===== src/rtl/keypad_pkg.sv =====
// -----------------------------------------------------------------------------
// keypad_pkg
// Types and constants shared by the keypad scanner and the security controller.
//   kp_state_e  : debounce FSM states
//   frame_res_e : classification of one full four-column scan frame
//   KEY_ARM / KEY_DISARM / NO_KEY : key codes agreed with the controller
// -----------------------------------------------------------------------------
package keypad_pkg;

   typedef enum logic [1:0] {
      IDLE,
      DEBOUNCE,
      HELD,
      RELEASE
   } kp_state_e;

   typedef enum logic [1:0] {
      NONE,
      SINGLE,
      MULTI
   } frame_res_e;

   localparam logic [3:0] KEY_ARM    = 4'b0011;
   localparam logic [3:0] KEY_DISARM = 4'b1100;
   localparam logic [3:0] NO_KEY     = 4'b0000;

endpackage


===== src/rtl/keypad_frame_scan.sv =====
// -----------------------------------------------------------------------------
// keypad_frame_scan
// Drives the keypad columns one at a time, samples the synchronised rows at
// the end of every column slot and classifies each full scan frame.
// Ports:
//   clk, rst    : clock, asynchronous active-high reset
//   row_n[3:0]  : raw keypad rows, active-low, asynchronous to clk
//   col_n[3:0]  : active-low one-hot column drive
//   frame_end   : high on the last cycle of the column-3 slot
//   frame_res   : NONE / SINGLE / MULTI for the frame ending this cycle
//   frame_code  : {row, col} of the contact when frame_res is SINGLE
// frame_res and frame_code are only meaningful while frame_end is high.
// -----------------------------------------------------------------------------
module keypad_frame_scan
   import keypad_pkg::*;
#(
   parameter int SCAN_DIV = 4
) (
   input  logic       clk,
   input  logic       rst,
   input  logic [3:0] row_n,
   output logic [3:0] col_n,
   output logic       frame_end,
   output frame_res_e frame_res,
   output logic [3:0] frame_code
);

   localparam int SW = $clog2(SCAN_DIV);
   localparam logic [SW-1:0] SLOT_LAST = SW'(SCAN_DIV - 1);

   logic [3:0]    row_meta_q, row_sync_q;
   logic [SW-1:0] slot_q, slot_d;
   logic [1:0]    col_q, col_d;
   // Contact tally saturates at 2: anything above one contact is MULTI.
   logic [1:0]    tally_q, tally_d;
   logic [3:0]    code_q, code_d;

   logic          slot_last;
   logic [2:0]    col_hits;
   logic [1:0]    hit_row;
   logic [2:0]    tally_sum;
   logic [1:0]    tally_next;
   logic [3:0]    code_next;

   // Only one column is ever driven low.
   for (genvar gi = 0; gi < 4; gi++) begin : g_col
      assign col_n[gi] = (col_q != 2'(gi));
   end

   always_comb begin
      slot_last = (slot_q == SLOT_LAST);
      frame_end = slot_last && (col_q == 2'd3);

      col_hits = 3'd0;
      hit_row  = 2'd0;
      for (int r = 0; r < 4; r++) begin
         if (!row_sync_q[r]) begin
            col_hits = col_hits + 3'd1;
            hit_row  = 2'(r);
         end
      end

      // Fold in the current column so the frame-end cycle sees column 3.
      tally_sum  = {1'b0, tally_q} + col_hits;
      tally_next = (tally_sum >= 3'd2) ? 2'd2 : tally_sum[1:0];
      code_next  = (col_hits == 3'd1) ? {hit_row, col_q} : code_q;

      unique case (tally_next)
         2'd0:    frame_res = NONE;
         2'd1:    frame_res = SINGLE;
         default: frame_res = MULTI;
      endcase
      frame_code = code_next;

      slot_d  = slot_last ? '0 : slot_q + SW'(1);
      col_d   = slot_last ? col_q + 2'd1 : col_q;
      tally_d = tally_q;
      code_d  = code_q;
      if (slot_last) begin
         tally_d = frame_end ? 2'd0 : tally_next;
         code_d  = frame_end ? 4'd0 : code_next;
      end
   end

   always_ff @(posedge clk or posedge rst) begin
      if (rst) begin
         row_meta_q <= 4'hF;
         row_sync_q <= 4'hF;
         slot_q     <= '0;
         col_q      <= 2'd0;
         tally_q    <= 2'd0;
         code_q     <= 4'd0;
      end else begin
         row_meta_q <= row_n;
         row_sync_q <= row_meta_q;
         slot_q     <= slot_d;
         col_q      <= col_d;
         tally_q    <= tally_d;
         code_q     <= code_d;
      end
   end

endmodule


===== src/rtl/keypad_scanner.sv =====
// -----------------------------------------------------------------------------
// keypad_scanner
// 4x4 matrix keypad front end: scans, debounces over whole frames, rejects
// multi-key presses and presents the accepted key to the security controller.
// Ports:
//   clk, rst        : clock, asynchronous active-high reset
//   row_n[3:0]      : keypad rows, active-low, asynchronous
//   col_n[3:0]      : column drives, active-low one-hot
//   key_code[3:0]   : last accepted key {row, col}, kept after release
//   key_down        : debounced "accepted key is held"
//   key_valid       : one-cycle pulse per newly accepted press
//   keypad_out[3:0] : key_code while key_down, else NO_KEY
// -----------------------------------------------------------------------------
module keypad_scanner
   import keypad_pkg::*;
#(
   parameter int SCAN_DIV        = 4,
   parameter int DEBOUNCE_FRAMES = 3
) (
   input  logic       clk,
   input  logic       rst,
   input  logic [3:0] row_n,
   output logic [3:0] col_n,
   output logic [3:0] key_code,
   output logic       key_down,
   output logic       key_valid,
   output logic [3:0] keypad_out
);

   localparam int CW = $clog2(DEBOUNCE_FRAMES + 1);
   localparam logic [CW-1:0] CNT_ONE  = CW'(1);
   localparam logic [CW-1:0] CNT_LAST = CW'(DEBOUNCE_FRAMES - 1);

   logic       frame_end;
   frame_res_e frame_res;
   logic [3:0] frame_code;

   kp_state_e     state_q, state_d;
   logic [CW-1:0] cnt_q, cnt_d;
   logic [3:0]    cand_q, cand_d;
   logic [3:0]    key_code_q, key_code_d;
   logic          key_down_q, key_down_d;
   logic          key_valid_q, key_valid_d;

   logic          is_single;
   logic          do_accept;
   logic          do_release;

   keypad_frame_scan #(
      .SCAN_DIV (SCAN_DIV)
   ) u_scan (
      .clk        (clk),
      .rst        (rst),
      .row_n      (row_n),
      .col_n      (col_n),
      .frame_end  (frame_end),
      .frame_res  (frame_res),
      .frame_code (frame_code)
   );

   assign is_single = (frame_res == SINGLE);

   always_comb begin
      state_d     = state_q;
      cnt_d       = cnt_q;
      cand_d      = cand_q;
      key_code_d  = key_code_q;
      key_down_d  = key_down_q;
      key_valid_d = 1'b0;
      do_accept   = 1'b0;
      do_release  = 1'b0;

      if (frame_end) begin
         unique case (state_q)
            IDLE: begin
               if (is_single) begin
                  cand_d = frame_code;
                  if (DEBOUNCE_FRAMES == 1) begin
                     do_accept = 1'b1;
                  end else begin
                     cnt_d   = CNT_ONE;
                     state_d = DEBOUNCE;
                  end
               end
            end
            DEBOUNCE: begin
               // A different single key aborts too; it must restart from IDLE.
               if (is_single && (frame_code == cand_q)) begin
                  if (cnt_q == CNT_LAST) begin
                     do_accept = 1'b1;
                  end else begin
                     cnt_d = cnt_q + CNT_ONE;
                  end
               end else begin
                  cnt_d   = '0;
                  state_d = IDLE;
               end
            end
            HELD: begin
               if (!(is_single && (frame_code == key_code_q))) begin
                  if (DEBOUNCE_FRAMES == 1) begin
                     do_release = 1'b1;
                  end else begin
                     cnt_d   = CNT_ONE;
                     state_d = RELEASE;
                  end
               end
            end
            RELEASE: begin
               if (is_single && (frame_code == key_code_q)) begin
                  cnt_d   = '0;
                  state_d = HELD;
               end else if (cnt_q == CNT_LAST) begin
                  do_release = 1'b1;
               end else begin
                  cnt_d = cnt_q + CNT_ONE;
               end
            end
            default: begin
               cnt_d   = '0;
               state_d = IDLE;
            end
         endcase
      end

      if (do_accept) begin
         key_code_d  = cand_d;
         key_down_d  = 1'b1;
         key_valid_d = 1'b1;
         cnt_d       = '0;
         state_d     = HELD;
      end
      if (do_release) begin
         key_down_d = 1'b0;
         cnt_d      = '0;
         state_d    = IDLE;
      end
   end

   always_ff @(posedge clk or posedge rst) begin
      if (rst) begin
         state_q     <= IDLE;
         cnt_q       <= '0;
         cand_q      <= 4'd0;
         key_code_q  <= NO_KEY;
         key_down_q  <= 1'b0;
         key_valid_q <= 1'b0;
      end else begin
         state_q     <= state_d;
         cnt_q       <= cnt_d;
         cand_q      <= cand_d;
         key_code_q  <= key_code_d;
         key_down_q  <= key_down_d;
         key_valid_q <= key_valid_d;
      end
   end

   assign key_code   = key_code_q;
   assign key_down   = key_down_q;
   assign key_valid  = key_valid_q;
   // Code 0000 looks like "no key" here; consumers needing it watch key_down.
   assign keypad_out = key_down_q ? key_code_q : NO_KEY;

endmodule


===== config.mk =====
export PLATFORM = sky130hd
export DESIGN_NAME = keypad_scanner
export DESIGN_NICKNAME = d
export VERILOG_FILES = /design/src/rtl/keypad_pkg.sv /design/src/rtl/keypad_frame_scan.sv /design/src/rtl/keypad_scanner.sv
export SDC_FILE = /design/constraint.sdc
export NUM_CORES = 1
export LEC_CHECK = 0
export BUFFER_PORTS_ARGS = -buffer_cell sky130_fd_sc_hd__buf_2
export CORE_MARGIN = 5
export CORE_UTILIZATION = 60
export CTS_BUF_LIST = sky130_fd_sc_hd__clkbuf_4
export DETAILED_ROUTE_END_ITERATION = 6
export GPL_ROUTABILITY_DRIVEN = 0
export GPL_TIMING_DRIVEN = 0
export PLACE_DENSITY = 0.81
export SYNTH_ARGS = -nofsm -noshare
export SYNTH_HDL_FRONTEND = slang
export SYNTH_SLANG_ARGS = --single-unit

===== constraint.sdc =====
create_clock -name clk -period 4.77 [get_ports clk]
set_input_delay 0.2385 -clock clk [delete_from_list [all_inputs] [get_ports clk]]
set_output_delay 0.2385 -clock clk [all_outputs]
set_load 0.005 [all_outputs]

# Yosys cells after proc, flatten, opt, wreduce, memory -nomap -nowiden

Index checks and enable logic that the tools add are counted.

Magnitude comparators: 1
Eq/ne operators: 18
Muxes and demuxes: 43
Reduce and logical (&&, ||, !) cells: 10
Add/subtract/negate cells: 7

Operators with widths:

| kind                                                   | number |
|---|---|
| two-way mux 2 bit                                      | 19 |
| two-way mux 4 bit                                      | 6 |
| inequality test 4 bit (second input constant)          | 4 |
| one-hot mux 2 bit (4 select lines)                     | 2 |
| two-way mux 1 bit                                      | 12 |
| equality test 2 bit (second input constant)            | 5 |
| two-way mux 3 bit                                      | 3 |
| equality test 4 bit                                    | 2 |
| adder 2 x 1 -> 2 bit (second input constant)           | 3 |
| adder 3 x 1 -> 3 bit (second input constant)           | 2 |
| equality test 2 x 1 -> 1 bit (second input constant)   | 3 |
| AND reduction 5 bit                                    | 1 |
| zero test 2 bit                                        | 2 |
| inequality test 2 bit (second input constant)          | 2 |
| one-hot mux 2 bit (2 select lines)                     | 1 |
| nonzero test 2 bit                                     | 2 |
| adder 2 x 3 -> 3 bit                                   | 1 |
| equality test 3 x 1 -> 1 bit (second input constant)   | 1 |
| >= comparator 3 x 2 -> 1 bit (second input constant)   | 1 |
| logical AND 1 bit                                      | 3 |
| AND reduction 3 bit                                    | 1 |
| nonzero test 3 bit                                     | 1 |
| adder 1 x 1 -> 2 bit (second input constant)           | 1 |
| inequality test 2 x 1 -> 1 bit (second input constant) | 1 |

Bits in registers: 32
Logic and storage cells: 91
Input port bits: 6

# Logic depth before layout (Yosys ltp)

Word-level depth: 19
Mapped depth: 16
Gate-level depth less buffers: 16

# Cells and area by module

From an unflattened synthesis, not the netlist that was laid out.

Cells, all modules: 167
Area, all modules: 1901.8 µm²

By module, submodules not included:

| module            | area each (µm²) | times used | seq. area each (µm²) | cells an instance |
|---|---|---|---|---|
| keypad_frame_scan | 1112.3          | 1          | 460.4                | 98 |
| keypad_scanner    | 789.5           | 1          | 350.3                | 69 |

# Worst setup path before layout

Ideal clock, no wire load.

Kind: reg-to-reg
Start: register u_scan.row_sync_q[0]
End: register cnt_q[1]
Arrival: 3.837 ns
Period minus slack after synthesis: 3.959 ns
Path buffers: 1
Stages on the path, launching flop included: 17
Library setup time: 0.122 ns
Setup slack: 0.811 ns
Path through: dfstp_2 inv_1 ha_1 buf_2 xnor2_2 ha_1 nor2_1 a31o_4 inv_1 fa_1 xor3_1 nor2b_1 nand2_1 or3_1 o31ai_4 a21oi_2 a32o_1

Cells in the longest elaborated chain, start to end: 19
Elaborated cells on any way between the ends: 36
Classes of those cells: add/sub (4); order compare (1); eq/ne (7); mux (19); reduce/logical (5)

Ends and longest elaborated chain:

| item                                                                      | line                                                               | RTL |
|---|---|---|
| start: declaration                                                        | keypad_frame_scan.sv:31                                            | `logic [3:0] row_meta_q, row_sync_q;` |
| start signal: assignment                                                  | keypad_frame_scan.sv:95                                            | `row_sync_q <= row_meta_q;` |
| two-way mux 1 bit *                                                       | keypad_frame_scan.sv:57                                            | `if (!row_sync_q[r]) begin` |
| adder 1 x 1 -> 2 bit                                                      | keypad_frame_scan.sv:58                                            | `col_hits = col_hits + 3'd1;` |
| two-way mux 3 bit *                                                       | keypad_frame_scan.sv:57                                            |  |
| adder 3 x 1 -> 3 bit                                                      | keypad_frame_scan.sv:58                                            |  |
| two-way mux 3 bit *                                                       | keypad_frame_scan.sv:57                                            |  |
| adder 3 x 1 -> 3 bit                                                      | keypad_frame_scan.sv:58                                            |  |
| two-way mux 3 bit *                                                       | keypad_frame_scan.sv:57                                            |  |
| adder 2 x 3 -> 3 bit                                                      | keypad_frame_scan.sv:64                                            | `tally_sum = {1'b0, tally_q} + col_hits;` |
| (+3 left out)                                                             | --                                                                 |  |
| one-hot mux 2 bit (2 select lines)                                        | keypad_frame_scan.sv:68                                            | `unique case (tally_next)` |
| equality test 2 x 1 -> 1 bit                                              | keypad_scanner.sv:61                                               | `assign is_single = (frame_res == SINGLE);` |
| logical AND 1 bit (on tied branches)                                      | keypad_scanner.sv:88, keypad_scanner.sv:100, keypad_scanner.sv:110 |  |
| two-way mux 1 bit (tied with other cells)                                 | keypad_scanner.sv:88                                               | `if (is_single && (frame_code == cand_q)) begin` |
| two-way mux 1 bit or one-hot mux 2 bit (4 select lines) (tied branches)   | keypad_scanner.sv:74                                               | `unique case (state_q)` |
| two-way mux 1 bit or two-way mux 2 bit (tied branches)                    | keypad_scanner.sv:73                                               | `if (frame_end) begin` |
| inequality test 4 bit (no source line) (tied with other cells)            | --                                                                 |  |
| AND reduction 3 bit (no source line) or two-way mux 2 bit (tied branches) | --                                                                 |  |
| end signal: assignment                                                    | keypad_scanner.sv:150                                              | `cnt_q <= cnt_d;` |
| end: declaration                                                          | keypad_scanner.sv:39                                               | `logic [CW-1:0] cnt_q, cnt_d;` |

Mark *: on every way between the ends. The rest lies on a longest branch, timed or not. The select of a mux whose other input is x is not followed.
A chain may end at the register's enable or synchronous reset.

# Final worst setup path

Start: register u_scan.row_sync_q[1]
End: register cnt_q[1]

Cells in the longest elaborated chain, start to end: 17
Elaborated cells on any way between the ends: 37
Classes of those cells: add/sub (3); order compare (1); eq/ne (7); mux (21); reduce/logical (5)

Ends and longest elaborated chain:

| item                                                                      | line                                                               | RTL |
|---|---|---|
| two-way mux 3 bit                                                         | keypad_frame_scan.sv:57                                            |  |
| adder 3 x 1 -> 3 bit                                                      | keypad_frame_scan.sv:58                                            |  |
| two-way mux 3 bit                                                         | keypad_frame_scan.sv:57                                            |  |
| adder 3 x 1 -> 3 bit                                                      | keypad_frame_scan.sv:58                                            |  |
| two-way mux 3 bit                                                         | keypad_frame_scan.sv:57                                            |  |
| adder 2 x 3 -> 3 bit                                                      | keypad_frame_scan.sv:64                                            |  |
| >= comparator 3 x 2 -> 1 bit                                              | keypad_frame_scan.sv:65                                            | `tally_next = (tally_sum >= 3'd2) ? 2'd2 : tally_sum[1:0];` |
| two-way mux 2 bit                                                         | keypad_frame_scan.sv:65                                            |  |
| equality test 2 x 1 -> 1 bit or zero test 2 bit (tied branches)           | keypad_frame_scan.sv:68                                            |  |
| one-hot mux 2 bit (2 select lines)                                        | keypad_frame_scan.sv:68                                            |  |
| equality test 2 x 1 -> 1 bit                                              | keypad_scanner.sv:61                                               |  |
| logical AND 1 bit (on tied branches)                                      | keypad_scanner.sv:88, keypad_scanner.sv:100, keypad_scanner.sv:110 |  |
| two-way mux 1 bit (tied with other cells)                                 | keypad_scanner.sv:88                                               |  |
| two-way mux 1 bit or one-hot mux 2 bit (4 select lines) (tied branches)   | keypad_scanner.sv:74                                               |  |
| two-way mux 1 bit or two-way mux 2 bit (tied branches)                    | keypad_scanner.sv:73                                               |  |
| inequality test 4 bit (no source line) (tied with other cells)            | --                                                                 |  |
| AND reduction 3 bit (no source line) or two-way mux 2 bit (tied branches) | --                                                                 |  |

Parallel ways exist; a longest one is shown, timed or not. The select of a mux whose other input is x is not followed.

==> qor.csv <==
metric,value,unit
netlist_area,1790,um2
nNetsFinal,207,
initialDrtViolationCount,43,
dp_hpwl,2500,um
grt_overflow,0,
rsz0062_at_grt,false,
grt_pass1_vias,1306,
finish.utilization,72.9,%
skew,0.00632,ns
grt_max_degree,33,
ys_top_cells_by_area,"dfrtp_1 (34%), dfstp_2 (12%), ha_1 (7.7%)",
peakVddDrop,200,uV
finalCritPeriodShare,91.1,%
max-slew-margin-rel,21.4,%
io_buffers,19,
synth_edf_count,0,
fmax,0.230,GHz
synth_cells,159,
cts_root_buf,clkbuf_4,
r2r-end,cnt_q[1],
multiInputGateArea,877,um2
cts_setup_buffers,0,
numCtsBuffers,5,
min_path_type,input port to async pin,
routed_via_density,5.62,
synth_xor_area_share,8.10,%
die_area,4180,um2
drv_cap,0,
grt_usage,19.2,%
cts_tree,done,
async_reset_ff_share,100,%
cp.arrival,4.58,ns
required,5.00,ns
r2r-start,u_scan.row_sync_q[1],
yosys_warnings,0,
synthMuxAreaShare,4.61,%
start_util,63.9,%
core,2810,um2
synthTopCellsByCount,"dfrtp_1 (24), inv_1 (21), ha_1 (11)",
seq_area,811,um2
p_leak,0.953,nW
start_kind,flop,
cp_max_fo,10,
synth_top_area_cell,dfrtp_1,
drv_slew,0,
place_area,1930,um2
drcViolationCount,0,
antenna_found_initial,0,
ys_seq_area_share,45.3,%
fp.dieH,64.6,um
cts_resized,0,
drive_gt1_share,30.5,%
crit_type,flop to flop,
clk_pin_slew_worst_paths,0.10,ns
r2r_slack,0.42,ns
netlist-cell-type-count,52,
synth-compound-area-share,13.8,%
htree_levels,2,
final.setup.tns,0,ns
totalWireLength,3290,um
synth_top_area_share,33.5,%
end_kind,flop,
num_rows,19,
synth_top_family_by_area,compound AO/OA/AOI/OAI gates,
stdcell_area,2050,um2
period_needed,4.35,ns
worstMarginPinSlew,1.18,ns
io_pins,20,
wire_per_inst,14.9,um
clock_path_buffers,2,
powerDensity,317,nW/um2
diodes,0,
grt_pass1_wl,6140,um
first_pass_iters,4,
fp.dieW,64.6,um
worst_r2r_path_depth,16,
nFillCells,210,
synth_nets,177,
synth_seq_cells,32,
areaGrowthSynthToFinish,14.2,%
synthSimpleGateAreaFrac,13.6,%
finalSetupViolations,0,
hold_viol,0,
synthAdderAreaFrac,8.80,%
antenna_left,0,
status,finished clean,
synth_area_per_cell,11.3,um2
synthMostInstantiatedCell,dfrtp_1,
cts.sink_count,32,
synthFlopType,dfrtp_1,
vias,1241,
clk_latency,0.33,ns
-- area by class of cell --
class | instances | share of cell area [%]
repair buffers | 23 | 6.61
multi-input cells | 102 | 42.9
well taps | 31 | 1.90
inverters | 21 | 3.85
clock inverters | 2 | 1.71
plain buffers | 4 | 1.22
flip-flops and latches | 32 | 39.6
clock buffers | 6 | 2.20
-- how the worst max path moves through the flow --
| stage | startpoint | to |
|---|---|---|
| floorplan | u_scan.row_sync_q[0] | cnt_q[1] |
| global placement | u_scan.row_sync_q[0] | cnt_q[1] |
| detailed placement | u_scan.row_sync_q[1] | key_code[1] |
| CTS | u_scan.row_sync_q[1] | key_code[1] |
| global route | u_scan.row_sync_q[1] | key_code[1] |
| finish | u_scan.row_sync_q[1] | cnt_q[1] |
-- layer usage --
| layer | global-route usage [%] | wire length (um) | vias to the layer above |
|---|---|---|---|
| li1 | - | - | 599 |
| met2 | 32.1 | 1630 | 29 |
| met4 | 8.71 | 86 | 0 |
| met3 | 5.53 | 163 | 12 |
| met1 | 23.1 | 1410 | 601 |
| met5 | 0 | 0 | - |
-- metrics by stage --
stage / hold WS, ns / total power, mW / cells / setup slack, ns
floorplan: 0.243 / 0.415 / 159 / 0.811
global placement: 0.344 / 0.431 / 209 / 0.573
detailed placement: 0.345 / 0.442 / 209 / 0.424
CTS: 0.231 / 0.652 / 221 / 0.432
global route: 0.282 / 0.687 / 221 / 0.112
finish: 0.205 / 0.648 / 221 / 0.423
-- where the power goes --
| part | leakage (nW) | total [mW] | internal, mW | switching [mW] |
|---|---|---|---|---|
| Sequential | 0.408 | 0.313 | 0.297 | 0.0152 |
| Clock | 0.0456 | 0.208 | 0.116 | 0.0929 |
| Combinational | 0.500 | 0.127 | 0.0560 | 0.0711 |
-- critical path, stage by stage (launching register included) --
cell     delay (ns)
dfstp_2        0.55
inv_1          0.04
ha_1           0.28
buf_2          0.20
xnor2_2        0.16
ha_1           0.30
nor2_1         0.28
a31o_4         0.18
inv_1          0.06
fa_1           0.37
xor3_1         0.38
nor2b_1        0.17
nand2_1        0.16
or3_1          0.45
o31ai_4        0.28
a21oi_2        0.11
a32o_1         0.26
-- layout by cell type (no fill, tap or decap), types with 6 or more instances in the layout --
master    count
nand2_1       8
dfstp_2       8
dfrtp_1      24
nor2_1        8
inv_1        21
clkbuf_4      6
buf_2        21
a21oi_1       7
ha_1         11
xnor2_1       8
-- state kept, by name, indices dropped and copies added (netlist names) --
signal	count
cand_q	4
key_code	4
u_scan.code_q	4
u_scan.row_meta_q	4
u_scan.row_sync_q	4
cnt_q	2
state_q	2
u_scan.col_q	2
u_scan.slot_q	2
u_scan.tally_q	2
key_down	1
key_valid	1
-- repair_timing --
action,CTS,global route
hold buffers,4,0
setup endpoints to repair,0,0
hold endpoints to repair,4,0
-- cell families (layout without fill, tap and decap cells) --
kind of cell | Yosys count | count (layout)
AND/OR/NAND/NOR | 40 | 40
flip-flops | 32 | 32
AO/OA/AOI/OAI | 29 | 29
buffers and inverters | 25 | 56
XOR/XNOR | 14 | 14
adder cells (fa/ha/maj) | 12 | 12
multiplexers | 7 | 7
No activity file was read; power rests on OpenSTA's default activity.
